**config.mk**
```make
export PLATFORM = sky130hd
export DESIGN_NAME = acia_rx_fsm
export DESIGN_NICKNAME = d
export VERILOG_FILES = /design/src/rtl/acia_rx_fsm.sv
export SDC_FILE = /design/constraint.sdc
export NUM_CORES = 1
export LEC_CHECK = 0
export BUFFER_PORTS_ARGS = -buffer_cell sky130_fd_sc_hd__buf_4
export CAP_MARGIN = 10
export CORE_AREA = 2 2 64 66
export DETAILED_ROUTE_END_ITERATION = 10
export DIE_AREA = 0 0 66 68
export PLACE_DENSITY = 0.67
export SYNTH_ARGS = -nofsm -noshare
export SYNTH_HDL_FRONTEND = slang
export SYNTH_SLANG_ARGS = --single-unit
```
**constraint.sdc**
```tcl
create_clock -name clk -period 2.32 [get_ports clk]
set_clock_uncertainty 0.1 [all_clocks]
set_input_delay 0.232 -clock clk [delete_from_list [all_inputs] [get_ports clk]]
set_output_delay 0.232 -clock clk [all_outputs]
set_load 0.05 [all_outputs]
```
**src/rtl/acia_rx_fsm.sv**
```systemverilog
// ACIA serial receiver: 8N1, LSB first, mid-bit sampling with start validation and stop check.
// Define ACIA_RX_MAJORITY_EN to take each bit as the 2-of-3 majority of the last three sample cycles.
module acia_rx_fsm #(
    parameter int sym_cnt = 1250,
    parameter int SCW     = 11
) (
    input  logic       clk,
    input  logic       rst,
    input  logic       rx_serial,
    output logic [7:0] rx_dat,
    output logic       rx_stb,
    output logic       rx_err
);

    localparam logic [2:0] ST_IDLE  = 3'd0;
    localparam logic [2:0] ST_START = 3'd1;
    localparam logic [2:0] ST_DATA  = 3'd2;
    localparam logic [2:0] ST_STOP  = 3'd3;
    localparam logic [2:0] ST_BREAK = 3'd4;

    localparam logic [SCW-1:0] CNT_RELOAD = SCW'(sym_cnt - 1);
    localparam logic [SCW-1:0] CNT_HALF   = SCW'(sym_cnt / 2 - 1);

    logic           sync1_q, sync1_d;
    logic           sync2_q, sync2_d;
    logic           sync_dly_q, sync_dly_d;
    logic [2:0]     state_q, state_d;
    logic [SCW-1:0] cnt_q, cnt_d;
    logic [2:0]     bit_idx_q, bit_idx_d;
    logic [7:0]     shift_q, shift_d;
    logic [7:0]     rx_dat_q, rx_dat_d;
    logic           rx_stb_q, rx_stb_d;
    logic           rx_err_q, rx_err_d;

    logic rx_sync;
    logic fall;
    logic sample_now;
    logic rx_bit;
    logic timer_run;

    assign rx_sync    = sync2_q;
    assign fall       = sync_dly_q & ~sync2_q;
    assign sample_now = (cnt_q == '0);
    assign timer_run  = (state_q == ST_START) || (state_q == ST_DATA) || (state_q == ST_STOP);

`ifdef ACIA_RX_MAJORITY_EN
    logic maj_a_q, maj_a_d;
    logic maj_b_q, maj_b_d;

    // Early votes are taken two and one cycles before the sample point.
    always_comb begin
        maj_a_d = maj_a_q;
        maj_b_d = maj_b_q;
        if (cnt_q == SCW'(2)) maj_a_d = rx_sync;
        if (cnt_q == SCW'(1)) maj_b_d = rx_sync;
    end

    always_ff @(posedge clk) begin
        if (rst) begin
            maj_a_q <= 1'b1;
            maj_b_q <= 1'b1;
        end else begin
            maj_a_q <= maj_a_d;
            maj_b_q <= maj_b_d;
        end
    end

    assign rx_bit = (maj_a_q & maj_b_q) | (maj_a_q & rx_sync) | (maj_b_q & rx_sync);
`else
    assign rx_bit = rx_sync;
`endif

    always_comb begin
        sync1_d    = rx_serial;
        sync2_d    = sync1_q;
        sync_dly_d = sync2_q;
    end

    // NOTE: every variable gets a default at the top so no path leaves one unassigned (no latches).
    always_comb begin
        state_d   = state_q;
        cnt_d     = cnt_q;
        bit_idx_d = bit_idx_q;
        shift_d   = shift_q;
        rx_dat_d  = rx_dat_q;
        rx_err_d  = rx_err_q;
        rx_stb_d  = 1'b0;

        if (timer_run) begin
            cnt_d = sample_now ? CNT_RELOAD : cnt_q - SCW'(1);
        end

        case (state_q)
            ST_IDLE: begin
                if (fall) begin
                    state_d = ST_START;
                    cnt_d   = CNT_HALF;
                end
            end
            ST_START: begin
                if (sample_now) begin
                    if (!rx_bit) begin
                        state_d   = ST_DATA;
                        bit_idx_d = 3'd0;
                    end else begin
                        state_d = ST_IDLE;
                    end
                end
            end
            ST_DATA: begin
                if (sample_now) begin
                    shift_d = {rx_bit, shift_q[7:1]};
                    if (bit_idx_q == 3'd7) begin
                        state_d = ST_STOP;
                    end else begin
                        bit_idx_d = bit_idx_q + 3'd1;
                    end
                end
            end
            ST_STOP: begin
                if (sample_now) begin
                    rx_dat_d = shift_q;
                    rx_stb_d = 1'b1;
                    if (rx_bit) begin
                        rx_err_d = 1'b0;
                        // A start edge already under way in the back half of the stop bit is taken at once.
                        if (!rx_sync) begin
                            state_d = ST_START;
                            cnt_d   = CNT_HALF;
                        end else begin
                            state_d = ST_IDLE;
                        end
                    end else begin
                        rx_err_d = 1'b1;
                        state_d  = ST_BREAK;
                    end
                end
            end
            ST_BREAK: begin
                if (rx_sync) state_d = ST_IDLE;
            end
            default: state_d = ST_IDLE;
        endcase
    end

    // NOTE: all state uses non-blocking assignments; reset is synchronous and clears every flop, the
    // shift register included, so a reset mid-frame leaves no partial byte behind.
    always_ff @(posedge clk) begin
        if (rst) begin
            sync1_q    <= 1'b1;
            sync2_q    <= 1'b1;
            sync_dly_q <= 1'b1;
            state_q    <= ST_IDLE;
            cnt_q      <= '0;
            bit_idx_q  <= 3'd0;
            shift_q    <= 8'h00;
            rx_dat_q   <= 8'h00;
            rx_stb_q   <= 1'b0;
            rx_err_q   <= 1'b0;
        end else begin
            sync1_q    <= sync1_d;
            sync2_q    <= sync2_d;
            sync_dly_q <= sync_dly_d;
            state_q    <= state_d;
            cnt_q      <= cnt_d;
            bit_idx_q  <= bit_idx_d;
            shift_q    <= shift_d;
            rx_dat_q   <= rx_dat_d;
            rx_stb_q   <= rx_stb_d;
            rx_err_q   <= rx_err_d;
        end
    end

    assign rx_dat = rx_dat_q;
    assign rx_stb = rx_stb_q;
    assign rx_err = rx_err_q;

    a_stb_single: assert property (@(posedge clk) disable iff (rst) rx_stb_q |=> !rx_stb_q);
    a_cnt_range:  assert property (@(posedge clk) disable iff (rst) cnt_q <= CNT_RELOAD);

endmodule

```
======== After elaboration in Yosys (flattened, before gate mapping) ========
Index checks and enable logic that the tools add are counted.
cells by class
  multiplexer cells ....................... 20
  equal/unequal tests ..................... 13
  add/sub/neg operators ................... 2
  reduce and logical (&&, ||, !) cells .... 10
  bitwise logic cells ..................... 3
operators with widths
  kind                   number
  $mux 11                4
  $mux 3                 11
  $pmux 3 s5             1
  $ne 2x2->1 const B     7
  $logic_not 11->1       1
  $sub 11x1->11 const B  1
  $eq 3x2->1 const B     2
  $eq 3x3->1 const B     2
  $pmux 3 s2             1
  $reduce_and 6->1       1
  $reduce_and 5->1       1
  $reduce_and 2->1       2
  $add 3x1->3 const B    1
  $eq 3x1->1 const B     1
  $logic_not 3->1        1
  $logic_or 1x1->1       2
  $mux 1                 2
  $mux 2                 1
  $ne 2x1->1 const B     1
  $not 1->1              2
  $reduce_bool 2->1      1
  $reduce_or 2->1        1
  $and 1x1->1            1
storage, ports and cells
  word-level logic and storage cells ...... 58
  output and inout bits ................... 10
  flip-flop bits (word level) ............. 38
  input port bits ......................... 3

======== Longest topological paths before layout ========
Gate-level depths: netlist of run 1.
  word-level depth ........................ 6
  mapped depth ............................ 7
  mapped depth without buffers ............ 6

======== Worst setup path after synthesis of run 1 ========
OpenSTA, ideal clock, no wires.
  kind .................................... register -> register
  start ................................... register cnt_q[0]
  end ..................................... register cnt_q[3]
  data arrival time ....................... 1,653 ps
  path slack .............................. 493 ps
  required time ........................... 2,146 ps
  path buffers ............................ 1
  stages on the path, launching flop included .. 8
  library setup time ...................... 74 ps
  period minus slack after synthesis ...... 1,827 ps
  path through ............................ dfxtp_1 -> inv_1 -> ha_1 -> nor3b_4 -> and3_1 -> buf_4 -> or4_1 -> a31oi_1
on the way
  cells in the longest elaborated chain, start to end .. 5
  elaborated cells on any way between the ends .. 6
  those cells by class .................... 1 x add/sub; 4 x mux; 1 x reduce/logical
RTL lines
  element                                                   line    text
  from (decl)                                               28      logic [SCW-1:0] cnt_q, cnt_d;
  from (signal assigned)                                    165     cnt_q <= cnt_d;
  $sub 11x1->11 / $logic_not 11->1 (equally long branches)  90, 43
  $mux 11 (*)                                               90      cnt_d = sample_now ? CNT_RELOAD : cnt_q - SCW'(1);
  $mux 11 (*)                                               89      if (timer_run) begin
  $mux 11                                                   95      if (fall) begin
  $mux 11 (*)                                               -
Mark *: on every way between the ends. The rest lies on a longest branch, timed or not.
A chain may end at the register's enable or synchronous reset.

======== Final worst setup path of run 1 ========
  start ................................... register cnt_q[0]
  end ..................................... register cnt_q[8]
The elaborated chain is that of the path after synthesis.

==> flow_metrics.tcl, run 1 <==
set metrics [dict create \
    status "completed" \
    setup.worst_path.start_class "flop" \
    cts-buffers-inserted 5 \
    rsz0062_at_grt "no" \
    power_per_cell_area_nw_per_um2 848 \
    synth_seq_cells 38 \
    r2r_start "cnt_q[0]$_SDFF_PP0_" \
    worst_slack_ns 0.360 \
    slew_headroom_pct 60.2 \
    via_per_inst 5.47 \
    routed_wl_um 3110 \
    post_cts_resized 0 \
    drtAntennaViolNets 0 \
    cts_tree "done" \
    io_buffers 12 \
    tns_ns 0 \
    fill_cells 389 \
    period_minus_slack_ns 1.96 \
    tightest_slew_ns 0.595 \
    critPathKind "flop to flop" \
    grt_pass1_vias 1198 \
    std_cell_rows 23 \
    yosys_warnings 0 \
    cellLeakagePower_nw 0.800 \
    worstPathRequired_ns 2.40 \
    io_pins 13 \
    clock_path_buffers 2 \
    area_growth_pct 16.4 \
    syn_area_um2 1660 \
    drive_above_1_share_pct 16.9 \
    place_congestion 0.836 \
    hold_path_class "input port to flop" \
    postCtsHoldBufs 0 \
    path_clk_slew_ns 0.07 \
    async_reset_ff_share_pct 0 \
    antenna_found_initial 0 \
    overflow 0 \
    synth_cells 182 \
    wl_per_cell_um 12.7 \
    vias 1340 \
    fp.dieH_um 68 \
    path_max_fanout 5 \
    drv_cap 0 \
    nNetsFinal 201 \
    fp.coreArea_um2 3860 \
    place_ws_ns 0.388 \
    die_area_um2 4490 \
    drt_iter0_markers 91 \
    endpoint_kind "flop" \
    vdd_drop_max_mv 0.391 \
    track_usage_pct 15.6 \
    grt_max_degree 31 \
    clock.fmax_mhz 510 \
    worstPathArrival_ns 2.04 \
    start_util_pct 43.1 \
    synth_cell_types 38 \
    hold_start "rx_serial" \
    synth_seq_area_share_pct 45.7 \
    n_antenna_cell 0 \
    finalHoldViolCount 0 \
    crit_start "cnt_q[0]$_SDFF_PP0_" \
    post-cts-setup-buffer-count 0 \
    die_x_um 66 \
    first_pass_iters 4 \
    ys.flop_type "dfxtp_1" \
    final.period_utilization_pct 84.5 \
    grt_pass1_wl_um 5200 \
    cts-htree-levels 2 \
    syn_nets 189 \
    root_buffer "clkbuf_8" \
    setup_viol 0 \
    clk-insertion-delay-late_ns 0.29 \
    postSynthAreaPerCell_um2 9.14 \
    drc_errors 0 \
    slew_viol_final 0 \
    dp_hpwl_um 2190 \
    clkSinkCount 38 \
    synth-edff-count 0 \
]
## cells in the final DEF, fill, tap and decap left out, drive strengths merged, types with 3 or more instances in the layout
master	instances
xnor2	3
nor3b	3
inv	3
a21oi	13
nor2	18
nand4	6
a31oi	6
and3	3
or3	4
nor3	5
nand2	22
dfxtp	38
or2	4
buf	15
mux2i	9
clkbuf	6
ha	4
nand3	5
nor4	4
## cells by family (layout without fill, tap and decap cells)
group / count (synthesis) / after routing / synth area share [%]
buffers and inverters: 13 / 26 / 3.39
AND/OR/NAND/NOR: 82 / 82 / 27.1
flip-flops: 38 / 38 / 45.7
AO/OA/AOI/OAI: 31 / 31 / 12.6
adder cells (fa/ha/maj): 4 / 4 / 3.01
XOR/XNOR: 4 / 4 / 2.11
multiplexers: 10 / 10 / 6.09
## where the power goes
part	switching (mW)	internal [mW]
sequential	0.0384	0.678
combinational	0.135	0.103
clock	0.228	0.458
total	0.402	1.24
## synthesized netlist by cell type (4+ instances only)
master | number | share of area (%)
clkbuf_1 | 6 | 1.4
nor2_1 | 18 | 4.1
dfxtp_1 | 38 | 46
or2_2 | 4 | 1.5
nand4_1 | 5 | 1.9
nand3_1 | 5 | 1.5
nand2_1 | 22 | 5.0
or3_1 | 4 | 1.5
mux2i_1 | 9 | 5.4
nor3_1 | 5 | 1.5
ha_1 | 4 | 3.0
a21oi_1 | 13 | 3.9
a31oi_1 | 6 | 2.3
## layer usage
layer  track usage [%]  vias to the layer above  wire (um)
met5                 0                        -          0
met4              10.2                        0         71
met3              5.10                        5        148
met2              24.2                       32       1500
met1              18.6                      626       1390
li1                  -                      677          -
## flip-flops by register name, indices dropped and copies added (netlist names)
register,count
rx_stb,1
rx_dat,8
state_q,3
rx_bit,1
cnt_q,11
shift_q,8
sync1_q,1
rx_err,1
sync_dly_q,1
bit_idx_q,3
## metrics by stage
stage | hold slack [ns] | instances | cell area, um2 | utilization (%) | power, mW
after floorplan | 0.236 | 182 | 1660 | - | 0.916
after CTS | 0.0124 | 245 | 1940 | 50.2 | 1.66
after global placement | 0.293 | 237 | 1790 | 46.5 | 0.959
final | 0.0234 | 245 | 1940 | 50.2 | 1.64
after global routing | 0.0167 | 245 | 1940 | 50.2 | 1.71
after detailed placement | 0.297 | 237 | 1790 | 46.5 | 0.968
## worst max-delay path, cell delays in order, from the launching register on
cell and delay [ns]:
dfxtp_1 0.34, inv_1 0.10, ha_1 0.22, or4b_1 0.52, nor4_1 0.34, xnor2_1 0.18, nor3_1 0.06
## final timing paths
| kind | end | cells past startpoint | slack (ns) |
|---|---|---|---|
| hold / removal | sync1_q$_SDFF_PP1_ | 2 | 0.02 |
| setup reg to reg | cnt_q[8]$_SDFF_PP0_ | 6 | 0.36 |
| setup / recovery | cnt_q[8]$_SDFF_PP0_ | 6 | 0.36 |
| hold reg to reg | rx_bit$_SDFF_PP1_ | 1 | 0.31 |
## final cells by class
cell class	count	area [um2]	area share (%)
multi-input cells	131	846	43.7
flip-flops and latches	38	761	39.3
repair buffers	15	113	5.82
clock buffers	6	82.6	4.27
well taps	50	62.6	3.23
clock inverters	2	60.1	3.10
inverters	3	11.3	0.582
(Power assumes the default switching activity.)
==> run 2, diff against run 1 <==
- clock period: 2.32 -> 1.95 ns (I/O delays scaled with it)
==> run 2 against run 1 <==
Sequential share of layout area rose by 0.46 points. Critical endpoint is now cnt_q[10]$_SDFF_PP0_. Critical path depth did not move. Cell area fell by 1.2%. Sequential power rose by 19%. Sequential cell count did not move. Routed wire length rose by 0.19%. Highest routed layer unchanged. Register-to-register slack got worse by 0.25 ns.
==> flow_metrics.tcl, run 2 (synthesis results as in run 1) <==
set metrics [dict create \
    die_area_um2 4490 \
    period_minus_slack_ns 1.85 \
    slew_headroom_pct 61.4 \
    wl_per_cell_um 12.6 \
    final.period_utilization_pct 94.6 \
    clk-insertion-delay-late_ns 0.29 \
    swShare_pct 28.7 \
    p_int_mw 1.22 \
    std_cell_rows 23 \
    post-cts-setup-buffer-count 0 \
    n_antenna_cell 0 \
    seqPwrFrac_pct 49.7 \
    worstPathArrival_ns 1.92 \
    status "completed" \
    nNetsFinal 204 \
    place_area_um2 1810 \
    grt_pass1_wl_um 5180 \
    worstPathRequired_ns 2.03 \
    clkSinkCount 38 \
    area_growth_pct 15.0 \
    reg2reg_depth 6 \
    min_to "shift_q[5]$_SDFFE_PP0P_" \
    clock.fmax_mhz 542 \
    cts_tree "done" \
    ff2ff_setup_slack_ns 0.10 \
    drv_cap 0 \
    place_ws_ns 0.116 \
    p_switching_mw 0.491 \
    first_pass_iters 5 \
    hold_start "rst" \
    hold_path_class "input port to flop" \
    fp.coreArea_um2 3860 \
    place_congestion 0.770 \
    antenna_found_initial 0 \
    vdd_drop_max_mv 0.386 \
    io_pins 13 \
    tightest_slew_ns 0.578 \
    setup.worst_path.start_class "flop" \
    grt_pass1_vias 1182 \
    slew_viol_final 0 \
    setup_viol 0 \
    fill_cells 370 \
    vias 1330 \
    via_per_inst 5.36 \
    overflow 0 \
    die_x_um 66 \
    cts-htree-levels 2 \
    routed_wl_um 3110 \
    fp.dieH_um 68 \
    power_per_cell_area_nw_per_um2 894 \
    path_clk_slew_ns 0.08 \
    largest_reg_flops 11 \
    power_mw 1.71 \
    r2r_start "cnt_q[1]$_SDFF_PP0_" \
    worst_r2r_endpoint "cnt_q[10]$_SDFF_PP0_" \
    post_cts_resized 0 \
    drc_errors 0 \
    track_usage_pct 15.4 \
    cellLeakagePower_nw 0.789 \
    drt_iter0_markers 50 \
    drive_above_1_share_pct 17.7 \
    fin_area_um2 1910 \
    dp_hpwl_um 2110 \
    cts-buffers-inserted 5 \
    endpoint_kind "flop" \
    clkPwrFrac_pct 33.2 \
    critPathKind "flop to flop" \
    crit_start "cnt_q[1]$_SDFF_PP0_" \
    start_util_pct 43.1 \
    holdPathStages 2 \
    worst_slack_ns 0.105 \
    drtAntennaViolNets 0 \
    root_buffer "clkbuf_8" \
    finalHoldViolCount 0 \
    largest-register "cnt_q" \
    layout_commonest_cell "dfxtp_1" \
    grt_max_degree 31 \
    io_buffers 12 \
    clock_path_buffers 2 \
    path_max_fanout 4 \
    rsz0062_at_grt "yes" \
    final_cell_mix "dfxtp_1 (38), nand2_1 (22), nor2_1 (18)" \
    comb_power_share_pct 17.1 \
]
## run 2: power groups by stage
stage	Sequential [mW]	Clock (mW)	Combinational [mW]
detailed placement	0.868	0	0.288
CTS	0.850	0.583	0.291
global route	0.857	0.610	0.331
finish	0.850	0.568	0.292
global placement	0.867	0	0.281
floorplan	0.850	0	0.240
## run 2: critical path: stages, from the launching register on
cell and delay [ns]:
dfxtp_1 0.33, inv_1 0.08, ha_1 0.21, or4b_1 0.51, nor4_1 0.26, xnor2_1 0.16
a21oi_1 0.08
## run 2: area by class of cell
type / count / area (um2) / share of cell area, %
clock buffers: 6 / 82.6 / 4.32
flip-flops and latches: 38 / 761 / 39.8
multi-input cells: 131 / 846 / 44.2
repair buffers: 18 / 138 / 7.19
well taps: 50 / 62.6 / 3.27
clock inverters: 2 / 12.5 / 0.654
inverters: 3 / 11.3 / 0.589
## run 2: layer usage
metal | up-vias | part of all wire (%) | track usage, % | routed length (um)
met5 | - | 0 | 0 | 0
met4 | 0 | 2.3 | 7.91 | 71
met3 | 9 | 4.7 | 4.93 | 146
met2 | 24 | 45 | 22.9 | 1400
met1 | 613 | 48 | 20.1 | 1500
li1 | 684 | - | - | -
## run 2: worst max-delay path by stage
stage / endpoint / slack (ns)
final: cnt_q[10]$_SDFF_PP0_ / 0.10
after global routing: cnt_q[10]$_SDFF_PP0_ / -0.03
after CTS: cnt_q[3]$_SDFF_PP0_ / 0.11
after detailed placement: cnt_q[10]$_SDFF_PP0_ / 0.12
after global placement: cnt_q[3]$_SDFF_PP0_ / 0.16
after floorplan: cnt_q[3]$_SDFF_PP0_ / 0.12
## run 2: stage by stage
stage | utilization (%) | cells | hold WS [ns] | setup TNS (ns)
floorplan | - | 182 | 0.199 | 0
detailed placement | 46.9 | 239 | 0.284 | 0
finish | 49.6 | 248 | 0.172 | 0
global placement | 46.9 | 239 | 0.281 | 0
global route | 49.6 | 248 | 0.178 | -0.0369
CTS | 49.6 | 248 | 0.168 | 0
## run 2: what timing repair did
item,in CTS,in global routing
endpoints found under the hold margin,1,0
endpoints found under the setup margin,0,2
hold buffers,1,0
